$ cat config.mk
export PLATFORM = sky130hd
export DESIGN_NAME = alu_op_sequencer
export DESIGN_NICKNAME = d
export VERILOG_FILES = /design/src/rtl/alu_op_sequencer.sv
export SDC_FILE = /design/constraint.sdc
export NUM_CORES = 1
export LEC_CHECK = 0
export BUFFER_PORTS_ARGS = -buffer_cell sky130_fd_sc_hd__clkbuf_2
export CAP_MARGIN = 10
export CORE_MARGIN = 5
export CORE_UTILIZATION = 47
export DETAILED_ROUTE_END_ITERATION = 10
export PLACE_DENSITY = 0.91
export SLEW_MARGIN = 25
export SYNTH_ARGS = -nofsm -noshare
export SYNTH_HDL_FRONTEND = slang
export SYNTH_SLANG_ARGS = --single-unit
$ cat constraint.sdc
create_clock -name clk -period 5.85 [get_ports clk]
set_input_delay 0.585 -clock clk [delete_from_list [all_inputs] [get_ports clk]]
set_output_delay 0.585 -clock clk [all_outputs]
set_load 0.02 [all_outputs]
$ cat src/rtl/alu_op_sequencer.sv
// ALU operation sequencer: decodes a requested opcode into the ALU one-hot
// operation vector, presents operands and holds them for the operation's
// duration, then captures the 64-bit ALU result into HI/LO registers.
module alu_op_sequencer #(
   parameter int unsigned DIV_CYCLES = 33
) (
   input  logic        clk,
   input  logic        reset,
   input  logic        start,
   input  logic [4:0]  opcode,
   input  logic [31:0] a,
   input  logic [31:0] b,
   output logic        busy,
   output logic [15:0] alu_opp,
   output logic [31:0] x,
   output logic [31:0] y,
   input  logic [63:0] z,
   output logic        done,
   output logic        illegal,
   output logic [31:0] result_lo,
   output logic [31:0] result_hi
);

   typedef enum logic [1:0] {StIdle, StExec, StWaitDiv} state_e;

   localparam int unsigned CntW = 6;
   // Counter preload: the DIV bit stays high for DIV_CYCLES cycles in total.
   localparam logic [CntW-1:0] DivLoad = CntW'(DIV_CYCLES - 1);

   localparam logic [4:0] OpAdd = 5'b00000;
   localparam logic [4:0] OpSub = 5'b00001;
   localparam logic [4:0] OpNeg = 5'b00010;
   localparam logic [4:0] OpMul = 5'b00011;
   localparam logic [4:0] OpDiv = 5'b00100;
   localparam logic [4:0] OpAnd = 5'b00101;
   localparam logic [4:0] OpOr  = 5'b00110;
   localparam logic [4:0] OpRor = 5'b00111;
   localparam logic [4:0] OpRol = 5'b01000;
   localparam logic [4:0] OpSll = 5'b01001;
   localparam logic [4:0] OpSra = 5'b01010;
   localparam logic [4:0] OpSrl = 5'b01011;
   localparam logic [4:0] OpNot = 5'b01100;
   localparam logic [4:0] OpInc = 5'b01101;

   state_e          state_q, state_d;
   logic [CntW-1:0] cnt_q, cnt_d;
   logic            busy_q, busy_d;
   logic            done_q, done_d;
   logic            illegal_q, illegal_d;
   logic [15:0]     opp_q, opp_d;
   logic [31:0]     x_q, x_d;
   logic [31:0]     y_q, y_d;
   logic [31:0]     lo_q, lo_d;
   logic [31:0]     hi_q, hi_d;

   logic [15:0]     dec_opp;
   logic            dec_legal;
   logic            dec_div;

   // Opcode decode into the ALU one-hot vector; bits 14 and 15 are never used.
   always_comb begin
      dec_opp   = 16'h0000;
      dec_legal = 1'b1;
      unique case (opcode)
         OpAdd:   dec_opp = 16'h0001;
         OpSub:   dec_opp = 16'h0002;
         OpNeg:   dec_opp = 16'h0004;
         OpMul:   dec_opp = 16'h0008;
         OpDiv:   dec_opp = 16'h0010;
         OpAnd:   dec_opp = 16'h0020;
         OpOr:    dec_opp = 16'h0040;
         OpRor:   dec_opp = 16'h0080;
         OpRol:   dec_opp = 16'h0100;
         OpSll:   dec_opp = 16'h0200;
         OpSra:   dec_opp = 16'h0400;
         OpSrl:   dec_opp = 16'h0800;
         OpNot:   dec_opp = 16'h1000;
         OpInc:   dec_opp = 16'h2000;
         default: dec_legal = 1'b0;
      endcase
      dec_div = (opcode == OpDiv);
   end

   // Next-state logic: accept in idle, single-cycle execute, or count out the divider.
   always_comb begin
      state_d   = state_q;
      cnt_d     = cnt_q;
      busy_d    = busy_q;
      done_d    = 1'b0;
      illegal_d = 1'b0;
      opp_d     = opp_q;
      x_d       = x_q;
      y_d       = y_q;
      lo_d      = lo_q;
      hi_d      = hi_q;

      unique case (state_q)
         StIdle: begin
            if (start) begin
               if (dec_legal) begin
                  x_d    = a;
                  y_d    = b;
                  opp_d  = dec_opp;
                  busy_d = 1'b1;
                  if (dec_div) begin
                     state_d = StWaitDiv;
                     cnt_d   = DivLoad;
                  end else begin
                     state_d = StExec;
                  end
               end else begin
                  // Rejected without touching the ALU or the result registers.
                  done_d    = 1'b1;
                  illegal_d = 1'b1;
               end
            end
         end

         StExec: begin
            lo_d    = z[31:0];
            hi_d    = z[63:32];
            done_d  = 1'b1;
            busy_d  = 1'b0;
            opp_d   = 16'h0000;
            state_d = StIdle;
         end

         StWaitDiv: begin
            if (cnt_q == '0) begin
               lo_d    = z[31:0];
               hi_d    = z[63:32];
               done_d  = 1'b1;
               busy_d  = 1'b0;
               opp_d   = 16'h0000;
               state_d = StIdle;
            end else begin
               cnt_d = cnt_q - 1'b1;
            end
         end

         default: begin
            state_d = StIdle;
            busy_d  = 1'b0;
            opp_d   = 16'h0000;
         end
      endcase
   end

   // State and datapath registers; reset also drops alu_opp, holding the divider in reset.
   always_ff @(posedge clk or posedge reset) begin
      if (reset) begin
         state_q   <= StIdle;
         cnt_q     <= '0;
         busy_q    <= 1'b0;
         done_q    <= 1'b0;
         illegal_q <= 1'b0;
         opp_q     <= 16'h0000;
         x_q       <= 32'h0;
         y_q       <= 32'h0;
         lo_q      <= 32'h0;
         hi_q      <= 32'h0;
      end else begin
         state_q   <= state_d;
         cnt_q     <= cnt_d;
         busy_q    <= busy_d;
         done_q    <= done_d;
         illegal_q <= illegal_d;
         opp_q     <= opp_d;
         x_q       <= x_d;
         y_q       <= y_d;
         lo_q      <= lo_d;
         hi_q      <= hi_d;
      end
   end

   assign busy      = busy_q;
   assign done      = done_q;
   assign illegal   = illegal_q;
   assign alu_opp   = opp_q;
   assign x         = x_q;
   assign y         = y_q;
   assign result_lo = lo_q;
   assign result_hi = hi_q;

endmodule
-- Word level (Yosys, flattened, before mapping)
Cells that the tools add are included.
- bits of input ports: 136
- output and inout port bits: 147
- register bits after elaboration: 155
- word-level logic and storage cells: 70
- equality and inequality tests: 20
- multiplexer cells: 29
- reductions and logical operators: 10
- add/sub/neg operators: 1
- operator list (operator ; count):
    14-bit case mux with 14 select lines ; 1
    32-bit case mux with 2 select lines ; 2
    32-bit two-way mux ; 2
    16-bit two-way mux ; 3
    16-bit case mux with 2 select lines ; 1
    5-bit by 4-bit == test with 1-bit output (second input constant) ; 6
    6-bit two-way mux ; 4
    5-bit by 3-bit == test with 1-bit output (second input constant) ; 4
    14-bit OR reduction ; 1
    6-bit case mux with 2 select lines ; 1
    5-bit by 2-bit == test with 1-bit output (second input constant) ; 2
    2-bit inequality test (second input constant) ; 5
    1-bit two-way mux ; 8
    2-bit two-way mux ; 4
    6-bit logical NOT ; 1
    3-bit AND reduction ; 2
    6-bit by 1-bit subtractor with 6-bit output (second input constant) ; 1
    5-bit by 1-bit == test with 1-bit output (second input constant) ; 1
    5-bit logical NOT ; 1
    5-bit AND reduction ; 1
    2-bit case mux with 2 select lines ; 1
    2-bit nonzero test ; 2
    1-bit case mux with 3 select lines ; 1
    2-bit by 1-bit == test with 1-bit output (second input constant) ; 1
    4 further kinds ; 4

-- Depth between registers and ports, before layout
Gate-level depths: netlist of the first run.
- depth in word-level cells: 6
- gate-level depth with buffers: 7
- depth with buffers taken out: 6

-- Least setup slack after synthesis of the first run
OpenSTA, ideal clock, no wires.
- path kind: reg-to-reg
- start: register cnt_q[4]
- end: register hi_q[17] (netlist: result_hi[17])
- required time: 5.725 ns
- arrival time: 1.700 ns
- buffers on the path: 2
- clock period less this slack: 1.825 ns
- setup slack: 4.025 ns
- library setup time: 0.125 ns
- cell stages (with the launch flop): 6
- path through: dfrtp_1 > or3_4 > o31ai_4 > buf_6 > buf_12 > mux2_4
- cells in the longest elaborated chain, start to end: 3
- RTL lines (what ; line ; text):
    start, declared ; 46 ; logic [CntW-1:0] cnt_q, cnt_d;
    start signal, assigned ; 164 ; cnt_q <= cnt_d;
    6-bit logical NOT ; 129 ; if (cnt_q == '0) begin
    2-bit inequality test (no source line) ; -- ;
    2-bit AND reduction (no source line) ; -- ;
    end signal, assigned ; 172 ; hi_q <= hi_d;
    end, declared ; 54 ; logic [31:0] hi_q, hi_d;
Every way passes these cells.
A chain may end at the register's enable or synchronous reset.

-- Final worst setup path of the first run
- start: register state_q[1]
- end: register opp_q[3] (netlist: alu_opp[3])
- cells in the longest elaborated chain, start to end: 3
- elaborated cells on any way between the ends: 7
- classes of those cells: 4 x eq/ne; 1 x mux; 2 x reduce/logical
- RTL lines (what ; line ; text):
    start, declared ; 45 ; state_e state_q, state_d;
    start signal, assigned ; 152 ; state_q <= StIdle;
    start signal, assigned ; 163 ; state_q <= state_d;
    2-bit == test / 2-bit logical NOT (equally long branches) ; 97 ; unique case (state_q)
    2-bit inequality test (no source line) ; -- ;
    3-bit AND reduction (no source line) ; -- ;
    end signal, assigned ; 168 ; opp_q <= opp_d;
    end, declared ; 50 ; logic [15:0] opp_q, opp_d;
Parallel ways exist; a longest one is shown, timed or not.

==> impl_metrics.csv, run 1 <==
group,metric,value,unit
floorplanning,die_height,125,um
critical_path,worst-path-max-fanout,44,
critical_path,timing.critical_path.max_delay_family,"simple AND/OR/NAND/NOR gates",
routing,met3WireLength,1170,um
routing,wirelength,16900,um
clock_tree,cts.repair.resized,0,
final_layout,synthToLayoutAreaGrowth,34.5,%
sta,tightestPinTransition,0.790,ns
synth,synth_seq_cells,153,
global_route,pin_count_of_the_biggest_net_entering_global_routing,94,
final_layout,finalInstanceArea,0.00833,mm2
synth,synth-async-reset-ratio,100,%
synth,synth_sequential_area_ratio,61.8,%
hold_path,worst_hold_path_type,"input pin to asynchronous set/reset pin",
floorplanning,initial_utilization,47.3,%
sta,timing.final.crit_share,43.7,%
sta,hold_viol_final,0,
sta,finalSetupTns,0,ns
critical_path,end_of_the_worst_register_to_register_path,"alu_opp[3]",
clock_tree,cts_hold_buffers,0,
sta,setup_repair_after_global_routing_missed_its_margin,"false",
power_and_ir_drop,power-per-cell-area,568,mW/mm2
clock_tree,path_clk_slew,0.06,ns
critical_path,r2r_setup_slack,3.30,ns
clock_tree,cts.repair_timing.setup_buffer_count,0,
routing,initialDrtViolationCount,275,
synth,synth_area_leaders,"dfrtp_1 62%, mux2_4 12%, nand2_1 12%, mux2_2 2.7%, buf_12 1.6%",
sta,max_slew_violation_count,0,
clock_tree,clock_sinks,153,
synth,synth-edff-count,0,
sta,fin_worst_skew,0.00712,ns
clock_tree,cts.htree.levels,4,
synth,synth.yosys.warnings,0,
place,io_buffer_count,280,
floorplanning,coreArea,0.0131,mm2
synth,synth-main-ff-cell,"dfrtp_1",
sta,fmax,392,MHz
final_layout,final_layout_size_suffix_gt1_share,48.3,%
routing,wl_met1,6330,um
critical_path,list_of_cells_traversed_by_the_critical_path,"nor3b_1 > and2_2 > buf_4 > and3_1 > a22o_1",
synth,synthesis.area,0.00619,mm2
critical_path,critical-path-slowest-cell,"and2_2",
routing,post_drt_via_cell_ratio,4.90,
synth,synth_top_area_share,61.8,%
global_route,groute.usage.overall,21.4,%
clock_tree,tritoncts,"yes",
status,outcome,"finished clean",
critical_path,timing.critical_path.from_type,"flip-flop",
global_route,grt-ovfl-total,0,
clock_tree,clock_latency,0.41,ns
sta,post-route-min-period,2.55,ns
clock_tree,clock-root-buffer,"clkbuf_16",
routing,num_vias,4803,
floorplanning,io_pins,283,
flow_run,max_cap_viol_count,0,
place,place.gp.congestion,0.858,
final_layout,finish.net_count,928,
critical_path,timing.critical_path.to_type,"flip-flop",
floorplanning,die_area,0.0156,mm2
final_layout,leading_cell_type_in_the_layout_fill_and_taps_excluded,"clkbuf_2",
critical_path,worstPathBufferInverterCount,1,
floorplanning,die_x,125,um
power_and_ir_drop,peakVddDrop,0.244,mV
critical_path,required,6.20,ns
routing,wl_met2,8730,um
sta,worst_slew_margin_rel,47.3,%
routing,first_pass_iters,4,
routing,post_drt_wl_per_cell,17.2,um
place,place.detailed.hpwl,12600,um
critical_path,worst_ep_arrival_time,2.90,ns
clock_tree,max-clock-path-buffers,2,
synth,synth_area_leader_cell,"dfrtp_1",
sta,setup-violations-final,0,
synth,synthesis.instances,509,
routing,maxUsedRoutingLayer,"met4",
synth,synth.lib_cells_used.distinct,38,
critical_path,r2r_cells,5,
critical_path,timing.setup.critical_path_class,"flip-flop to flip-flop",
power_and_ir_drop,static-leakage-power,4.59,nW
critical_path,crit-reg2reg-launch,"state_q[1]",
final_layout,mostFrequentLayoutCells,"280 x clkbuf_2, 193 x nand2_1, 153 x dfrtp_1, 49 x mux2_4, 17 x clkbuf_16",
synth,postSynthAreaPerCell,12.2,um2
sta,whs,0.337,ns
routing,drcViolationCount,0,
global_route,grt_pass1_wl,26000,um
critical_path,worst_path_largest_cell_delay,0.59,ns
routing,antenna_violating_nets_post_route,0,
global_route,grt_pass1_vias,4813,
place,postPlaceCellArea,0.00765,mm2
clock_tree,number_of_buffers_created_by_cts,17,
global_route,initial_antenna_violation_count,2,
floorplanning,placement_rows,42,
-- metrics by stage --
step	setup WS, ns	power [mW]	utilization [%]	std cells
4_1_cts	3.27	4.77	63.4	977
3_5_place_dp	3.11	3.57	58.4	945
2_1_floorplan	1.14	2.89	-	510
3_3_place_gp	3.24	3.48	58.4	945
6_report	3.30	4.73	63.6	981
5_1_grt	3.09	4.97	63.6	981
-- cell type report --
class                           count  area (um2)
Antenna cell                        2        5.00
Clock buffer                       22         484
Clock inverter                     10         165
Fill cell                         958        4760
Inverter                            4        20.0
Multi-Input combinational cell    328        2150
Sequential cell                   153        3830
Tap cell                          176         220
Timing Repair Buffer              286        1460
-- metal layers --
metal / GRT usage, % / up-vias
met2: 36.1 / 219
li1: - / 2241
met1: 24.4 / 2299
met4: 11.1 / 0
met3: 6.90 / 44
met5: 0 / -
-- worst max path at each step --
stage                     cells past startpoint  slack, ns        from    endpoint
after CTS                                     5       3.27  state_q[1]  alu_opp[3]
final                                         5       3.30  state_q[1]  alu_opp[3]
after detailed placement                      6       3.11       start  alu_opp[3]
after floorplan                               1       1.14       reset  alu_opp[0]
after global routing                          5       3.09  state_q[1]  alu_opp[3]
after global placement                        6       3.24   opcode[3]  alu_opp[3]
-- sequential cells by signal (all words and copies together), names as in the netlist --
| signal | flops |
|---|---|
| busy | 1 |
| done | 1 |
| alu_opp | 14 |
| x | 32 |
| y | 32 |
| result_lo | 32 |
| cnt_q | 6 |
| illegal | 1 |
| result_hi | 32 |
| state_q | 2 |
-- cells in the mapped netlist (2+ instances only) --
cell	number
nand2_1	194
dfrtp_1	153
mux2_4	49
mux2_2	15
a22o_1	8
clkbuf_1	8
a32o_1	6
buf_4	6
nor2b_1	6
buf_12	5
buf_2	5
nor2_1	5
and3_1	4
inv_1	4
nor3_1	4
a211o_1	3
a21oi_1	3
and2_1	3
nand2b_1	3
nand3_1	3
ha_1	2
nor3b_1	2
nor4b_1	2
o21ai_0	2
-- power breakdown --
part | switching [mW] | total, mW | internal, mW | leakage [nW]
clock network | 0.418 | 1.18 | 0.761 | 0.309
registers | 0.298 | 1.81 | 1.51 | 1.89
logic | 1.05 | 1.74 | 0.692 | 2.40
total | 1.77 | 4.73 | 2.96 | 4.59
-- cells by family (layout without fill, tap and decap cells) --
group | Yosys count | in the layout | synth area share, %
adder cells (fa/ha/maj) | 2 | 2 | 0.404
buffers and inverters | 29 | 322 | 3.66
multiplexers | 64 | 64 | 14.6
AND/OR/NAND/NOR | 231 | 231 | 15.4
other | 1 | 4 | 0.0605
flip-flops | 153 | 153 | 61.8
AO/OA/AOI/OAI | 29 | 29 | 4.10
No activity file was read; power rests on OpenSTA's default activity.
==> inputs of run 2 (changes only) <==
- clock period: 5.85 -> 2.5 ns (I/O delays scaled with it)
==> run 2 against run 1 <==
Effect of this change:
- non-clock buffer count grew 4
- critical path type unchanged
- cell count up 0.20%
- largest power group unchanged
- sequential power is 130% higher
- clock power up 110%
- critical endpoint is now result_hi[1]
==> impl_metrics.csv, run 2 (synthesized netlist as in run 1, its figures left out) <==
group,metric,value,unit
final_layout,num_antenna_cells,0,
floorplanning,die_x,125,um
final_layout,area_taken_by_multi_input_logic_gates,0.00215,mm2
sta,hold_viol_final,0,
hold_path,holdPathStages,3,
place,io_buffer_count,280,
clock_tree,number_of_buffers_created_by_cts,17,
final_layout,synthToLayoutAreaGrowth,34.1,%
sta,worst_slew_margin_rel,49.5,%
critical_path,required,2.79,ns
sta,fmax,478,MHz
critical_path,timing.setup.critical_path_class,"flip-flop to flip-flop",
sta,max_slew_violation_count,0,
critical_path,worst-path-max-fanout,65,
sta,setup_ws,0.410,ns
critical_path,timing.critical_path.to_type,"flip-flop",
place,place.detailed.hpwl,11800,um
clock_tree,path_clk_slew,0.06,ns
routing,initialDrtViolationCount,338,
global_route,grt_pass1_wl,25500,um
critical_path,list_of_cells_traversed_by_the_critical_path,"or3_4 > o31ai_4 > buf_12 > mux2_2",
clock_tree,clock_sinks,153,
critical_path,critical-path-slowest-cell,"dfrtp_1",
global_route,grt-ovfl-total,0,
power_and_ir_drop,power-per-cell-area,1300,mW/mm2
floorplanning,die_area,0.0156,mm2
critical_path,r2r_setup_slack,0.41,ns
final_layout,ff_latch_area,0.00383,mm2
status,outcome,"finished clean",
global_route,initial_antenna_violation_count,0,
critical_path,worst_path_largest_cell_delay,0.45,ns
final_layout,final_layout_size_suffix_gt1_share,48.5,%
clock_tree,max-clock-path-buffers,2,
floorplanning,die_height,125,um
routing,first_pass_iters,4,
sta,tightestPinTransition,0.757,ns
routing,wirelength,15900,um
clock_tree,cts.htree.levels,4,
floorplanning,placement_rows,42,
power_and_ir_drop,peakVddDrop,0.672,mV
floorplanning,coreArea,0.0131,mm2
routing,post_drt_via_cell_ratio,4.80,
critical_path,timing.critical_path.from_type,"flip-flop",
final_layout,finalInstanceArea,0.00831,mm2
sta,finalSetupTns,0,ns
critical_path,crit-reg2reg-launch,"cnt_q[3]",
sta,setup-violations-final,0,
sta,timing.final.crit_share,83.6,%
place,postPlaceCellArea,0.00772,mm2
hold_path,min-delay-start,"a[28]",
routing,post_drt_wl_per_cell,16.2,um
critical_path,worst_ep_arrival_time,2.38,ns
clock_tree,cts.repair.resized,0,
hold_path,hold-path-endpoint,"x[28]",
routing,antenna_violating_nets_post_route,0,
global_route,groute.usage.overall,20.5,%
final_layout,final.fill_count,990,
floorplanning,initial_utilization,47.3,%
sta,fin_worst_skew,0.00830,ns
critical_path,r2r_cells,4,
critical_path,end_of_the_worst_register_to_register_path,"result_hi[1]",
floorplanning,io_pins,283,
flow_run,max_cap_viol_count,0,
routing,num_vias,4720,
final_layout,mostFrequentLayoutCells,"280 x clkbuf_2, 193 x nand2_1, 153 x dfrtp_1, 49 x mux2_4, 17 x clkbuf_16",
hold_path,worst_hold_path_type,"input pin to flip-flop",
final_layout,finish.net_count,932,
routing,drcViolationCount,0,
clock_tree,cts.repair_timing.setup_buffer_count,0,
power_and_ir_drop,static-leakage-power,4.59,nW
sta,setup_repair_after_global_routing_missed_its_margin,"false",
place,pre_cts_ws,0.435,ns
clock_tree,clock-root-buffer,"clkbuf_16",
final_layout,leading_cell_type_in_the_layout_fill_and_taps_excluded,"clkbuf_2",
global_route,grt_pass1_vias,4771,
global_route,pin_count_of_the_biggest_net_entering_global_routing,66,
sta,post-route-min-period,2.09,ns
clock_tree,tritoncts,"yes",
clock_tree,clock_latency,0.41,ns
place,place.gp.congestion,0.833,
run 2: through the flow:
stage | instances | util, % | total power [mW] | hold slack (ns)
2_1_floorplan | 510 | - | 6.76 | 0.355
3_5_place_dp | 950 | 59.0 | 8.34 | 0.434
5_1_grt | 983 | 63.5 | 11.4 | 0.00261
6_report | 983 | 63.5 | 10.8 | 0.0302
3_3_place_gp | 950 | 59.0 | 8.17 | 0.428
4_1_cts | 983 | 63.5 | 10.9 | 0.00543
run 2: critical path, delay by kind of cell (launching register included):
family                 cells  cell delay [ns]
AOI/OAI and AO/OA          1             0.26
buffers and inverters      1             0.41
DFF                        1             0.45
muxes                      1             0.39
and+or+nand+nor            1             0.42
run 2: report_power, final:
part | switching (mW) | internal (mW) | leakage (nW) | total, mW
sequential | 0.685 | 3.54 | 1.89 | 4.22
clock | 1.00 | 1.48 | 0.281 | 2.48
combinational | 2.45 | 1.63 | 2.42 | 4.08
run 2: area by class of cell:
class / count / share of cell area [%]
Timing Repair Buffer: 290 / 18.3
Clock inverter: 14 / 1.78
Tap cell: 176 / 2.65
Sequential cell: 153 / 46.1
Multi-Input combinational cell: 328 / 25.8
Clock buffer: 18 / 5.17
Inverter: 4 / 0.226
run 2: routing by layer:
layer	vias up	part of all wire, %	GRT usage [%]
li1	2245	-	-
met1	2269	40	24.6
met2	184	52	35.1
met3	22	6.8	6.95
met4	0	1.6	5.80
met5	-	0	0
run 2: worst max path at each step:
| stage | start | to | slack (ns) | cells past startpoint |
|---|---|---|---|---|
| after floorplan | reset | alu_opp[0] | 0.32 | 1 |
| after global placement | cnt_q[4] | result_hi[0] | 0.47 | 4 |
| after detailed placement | cnt_q[3] | result_hi[1] | 0.43 | 4 |
| after CTS | cnt_q[3] | result_hi[1] | 0.43 | 4 |
| after global routing | cnt_q[0] | result_lo[29] | 0.33 | 6 |
| final | cnt_q[3] | result_hi[1] | 0.41 | 4 |
run 2: what timing repair did:
action	in CTS	in global routing
hold buffers	1	0
setup endpoints to repair	0	0
endpoints found under the hold margin	3	0
==> inputs of run 3 (changes only) <==
- clock period: 2.5 -> 2 ns (I/O delays scaled with it)
==> run 3 against run 2 <==
Effect of this change:
- global-route usage is 2.6 points higher
- via count is 10% higher
- die area stayed put
- hold slack worse by 0.017 ns
- power is 27% higher
- cell count is 7.5% higher
- fmax is 11% higher
- clock skew is 0.00075 ns lower
==> impl_metrics.csv, run 3 (synthesized netlist as in run 1, its figures left out) <==
group,metric,value,unit
status,outcome,"finished clean",
routing,post_drt_via_cell_ratio,4.91,
floorplanning,initial_utilization,47.3,%
routing,post_drt_wl_per_cell,17.1,um
flow_run,max_cap_viol_count,0,
floorplanning,die_x,125,um
power_and_ir_drop,power_frac_seq,38.4,%
sta,setup-violations-final,0,
clock_tree,number_of_buffers_created_by_cts,17,
power_and_ir_drop,finalPower,13.7,mW
floorplanning,die_height,125,um
sta,fin_worst_skew,0.00755,ns
place,place.gp.congestion,0.831,
final_layout,utilization,69.2,%
critical_path,timing.critical_path.from_type,"flip-flop",
place,io_buffer_count,280,
routing,first_pass_iters,4,
sta,hold_viol_final,0,
final_layout,stdcell_count,1057,
global_route,grt_pass1_vias,5584,
floorplanning,die_area,0.0156,mm2
sta,setup_repair_after_global_routing_missed_its_margin,"false",
global_route,pin_count_of_the_biggest_net_entering_global_routing,104,
final_layout,synthToLayoutAreaGrowth,46.1,%
sta,fmax,531,MHz
routing,antenna_violating_nets_post_route,0,
critical_path,required,2.29,ns
final_layout,leading_cell_type_in_the_layout_fill_and_taps_excluded,"clkbuf_2",
routing,drcViolationCount,0,
power_and_ir_drop,peakVddDrop,0.891,mV
final_layout,finish.net_count,1006,
critical_path,timing.setup.critical_path_class,"flip-flop to flip-flop",
power_and_ir_drop,power.switching,5.34,mW
routing,num_vias,5191,
sta,timing.final.crit_share,94.2,%
clock_tree,clock_latency,0.41,ns
power_and_ir_drop,internal_power,8.37,mW
critical_path,end_of_the_worst_register_to_register_path,"result_hi[2]",
hold_path,min-delay-start,"a[8]",
place,place.detailed.hpwl,12400,um
final_layout,mostFrequentLayoutCells,"280 x clkbuf_2, 193 x nand2_1, 153 x dfrtp_1, 63 x dlygate4sd3_1, 49 x mux2_4",
global_route,groute.usage.overall,23.1,%
power_and_ir_drop,combinational_share_of_power,39.6,%
place,dp.cells,960,
critical_path,worst-path-max-fanout,16,
critical_path,crit-reg2reg-launch,"cnt_q[1]",
clock_tree,path_clk_slew,0.06,ns
clock_tree,cts.htree.levels,4,
critical_path,worst_setup_path_endpoint,"result_hi[2]",
clock_tree,cts.repair.resized,0,
sta,tightestPinTransition,0.625,ns
critical_path,worst_ep_arrival_time,2.17,ns
sta,setup_ws,0.115,ns
sta,whs,0.0133,ns
global_route,initial_antenna_violation_count,0,
critical_path,setup.worst_path.start,"cnt_q[1]",
floorplanning,placement_rows,42,
global_route,grt-ovfl-total,0,
floorplanning,coreArea,0.0131,mm2
global_route,grt_pass1_wl,28700,um
sta,worst_slew_margin_rel,58.4,%
final_layout,final_layout_size_suffix_gt1_share,45.8,%
clock_tree,clock_sinks,153,
clock_tree,tritoncts,"yes",
power_and_ir_drop,power.share.switching,38.9,%
power_and_ir_drop,static-leakage-power,4.91,nW
clock_tree,max-clock-path-buffers,2,
sta,post-route-min-period,1.88,ns
clock_tree,clock-root-buffer,"clkbuf_16",
floorplanning,io_pins,283,
sta,max_slew_violation_count,0,
power_and_ir_drop,power-per-cell-area,1520,mW/mm2
place,pre_cts_ws,0.0886,ns
critical_path,r2r_setup_slack,0.12,ns
hold_path,worst_hold_path_type,"input pin to flip-flop",
routing,wirelength,18000,um
critical_path,timing.critical_path.to_type,"flip-flop",
power_and_ir_drop,pwr-share-clk,22.1,%
routing,initialDrtViolationCount,371,
critical_path,r2r_cells,7,
hold_path,holdPathStages,3,
## run 3: cell types whose count changed in the layout (fill, tap and decap cells not counted), sizes merged
cell,change
dlygate4sd3,+62
inv,+2
bufinv,-1
clkinv,-3
diode,+1
buf,+12
clkinvlp,+1
## run 3: cell type report
cell class | instances | area [um2]
inverter | 4 | 18.8
clock buffer | 18 | 439
antenna | 1 | 2.50
sequential | 153 | 3830
multi-input combinational | 328 | 2150
timing repair buffer | 364 | 2280
clock inverter | 13 | 116
tap | 176 | 220
fill | 861 | 4040
## run 3: layer usage
| layer | part of all wire [%] | wire length (um) | up-vias | global-route usage (%) |
|---|---|---|---|---|
| met2 | 52 | 9330 | 269 | 40.2 |
| met1 | 37 | 6710 | 2464 | 26.3 |
| met4 | 3.9 | 702 | 0 | 9.80 |
| met5 | 0 | 0 | - | 0 |
| met3 | 7.1 | 1280 | 63 | 6.99 |
| li1 | - | - | 2395 | - |
## run 3: worst min path at each step
| stage | end |
|---|---|
| global placement | y[7] |
| finish | x[8] |
| CTS | y[24] |
| floorplan | x[0] |
| global route | result_hi[13] |
| detailed placement | x[26] |
## run 3: power by group through the flow
stage / Clock (mW) / Combinational (mW) / Sequential, mW
4_1_cts: 3.08 / 5.44 / 5.25
5_1_grt: 3.24 / 5.76 / 5.42
3_3_place_gp: 0 / 5.13 / 5.18
3_5_place_dp: 0 / 5.31 / 5.26
2_1_floorplan: 0 / 1.70 / 6.75
6_report: 3.03 / 5.43 / 5.26
## run 3: per-stage QoR
step	TNS, ns	cell area [um2]
after global routing	0	9050
after CTS	0	9030
final	0	9050
after floorplan	-20.03	6200
after detailed placement	0	7850
after global placement	0	7850
## run 3: timing repair
item / in CTS / in global routing
hold buffers: 63 / 0
endpoints found under the setup margin: 0 / 1
setup buffers: 0 / 2
endpoints found under the hold margin: 122 / 0
## run 3: worst max-delay path, stage by stage (launching register included)
cell and delay [ns]:
dfrtp_1 0.41, inv_1 0.09, ha_1 0.14, nand2b_1 0.13, o31ai_4 0.30, buf_12 0.18, buf_12 0.17, mux2_2 0.35
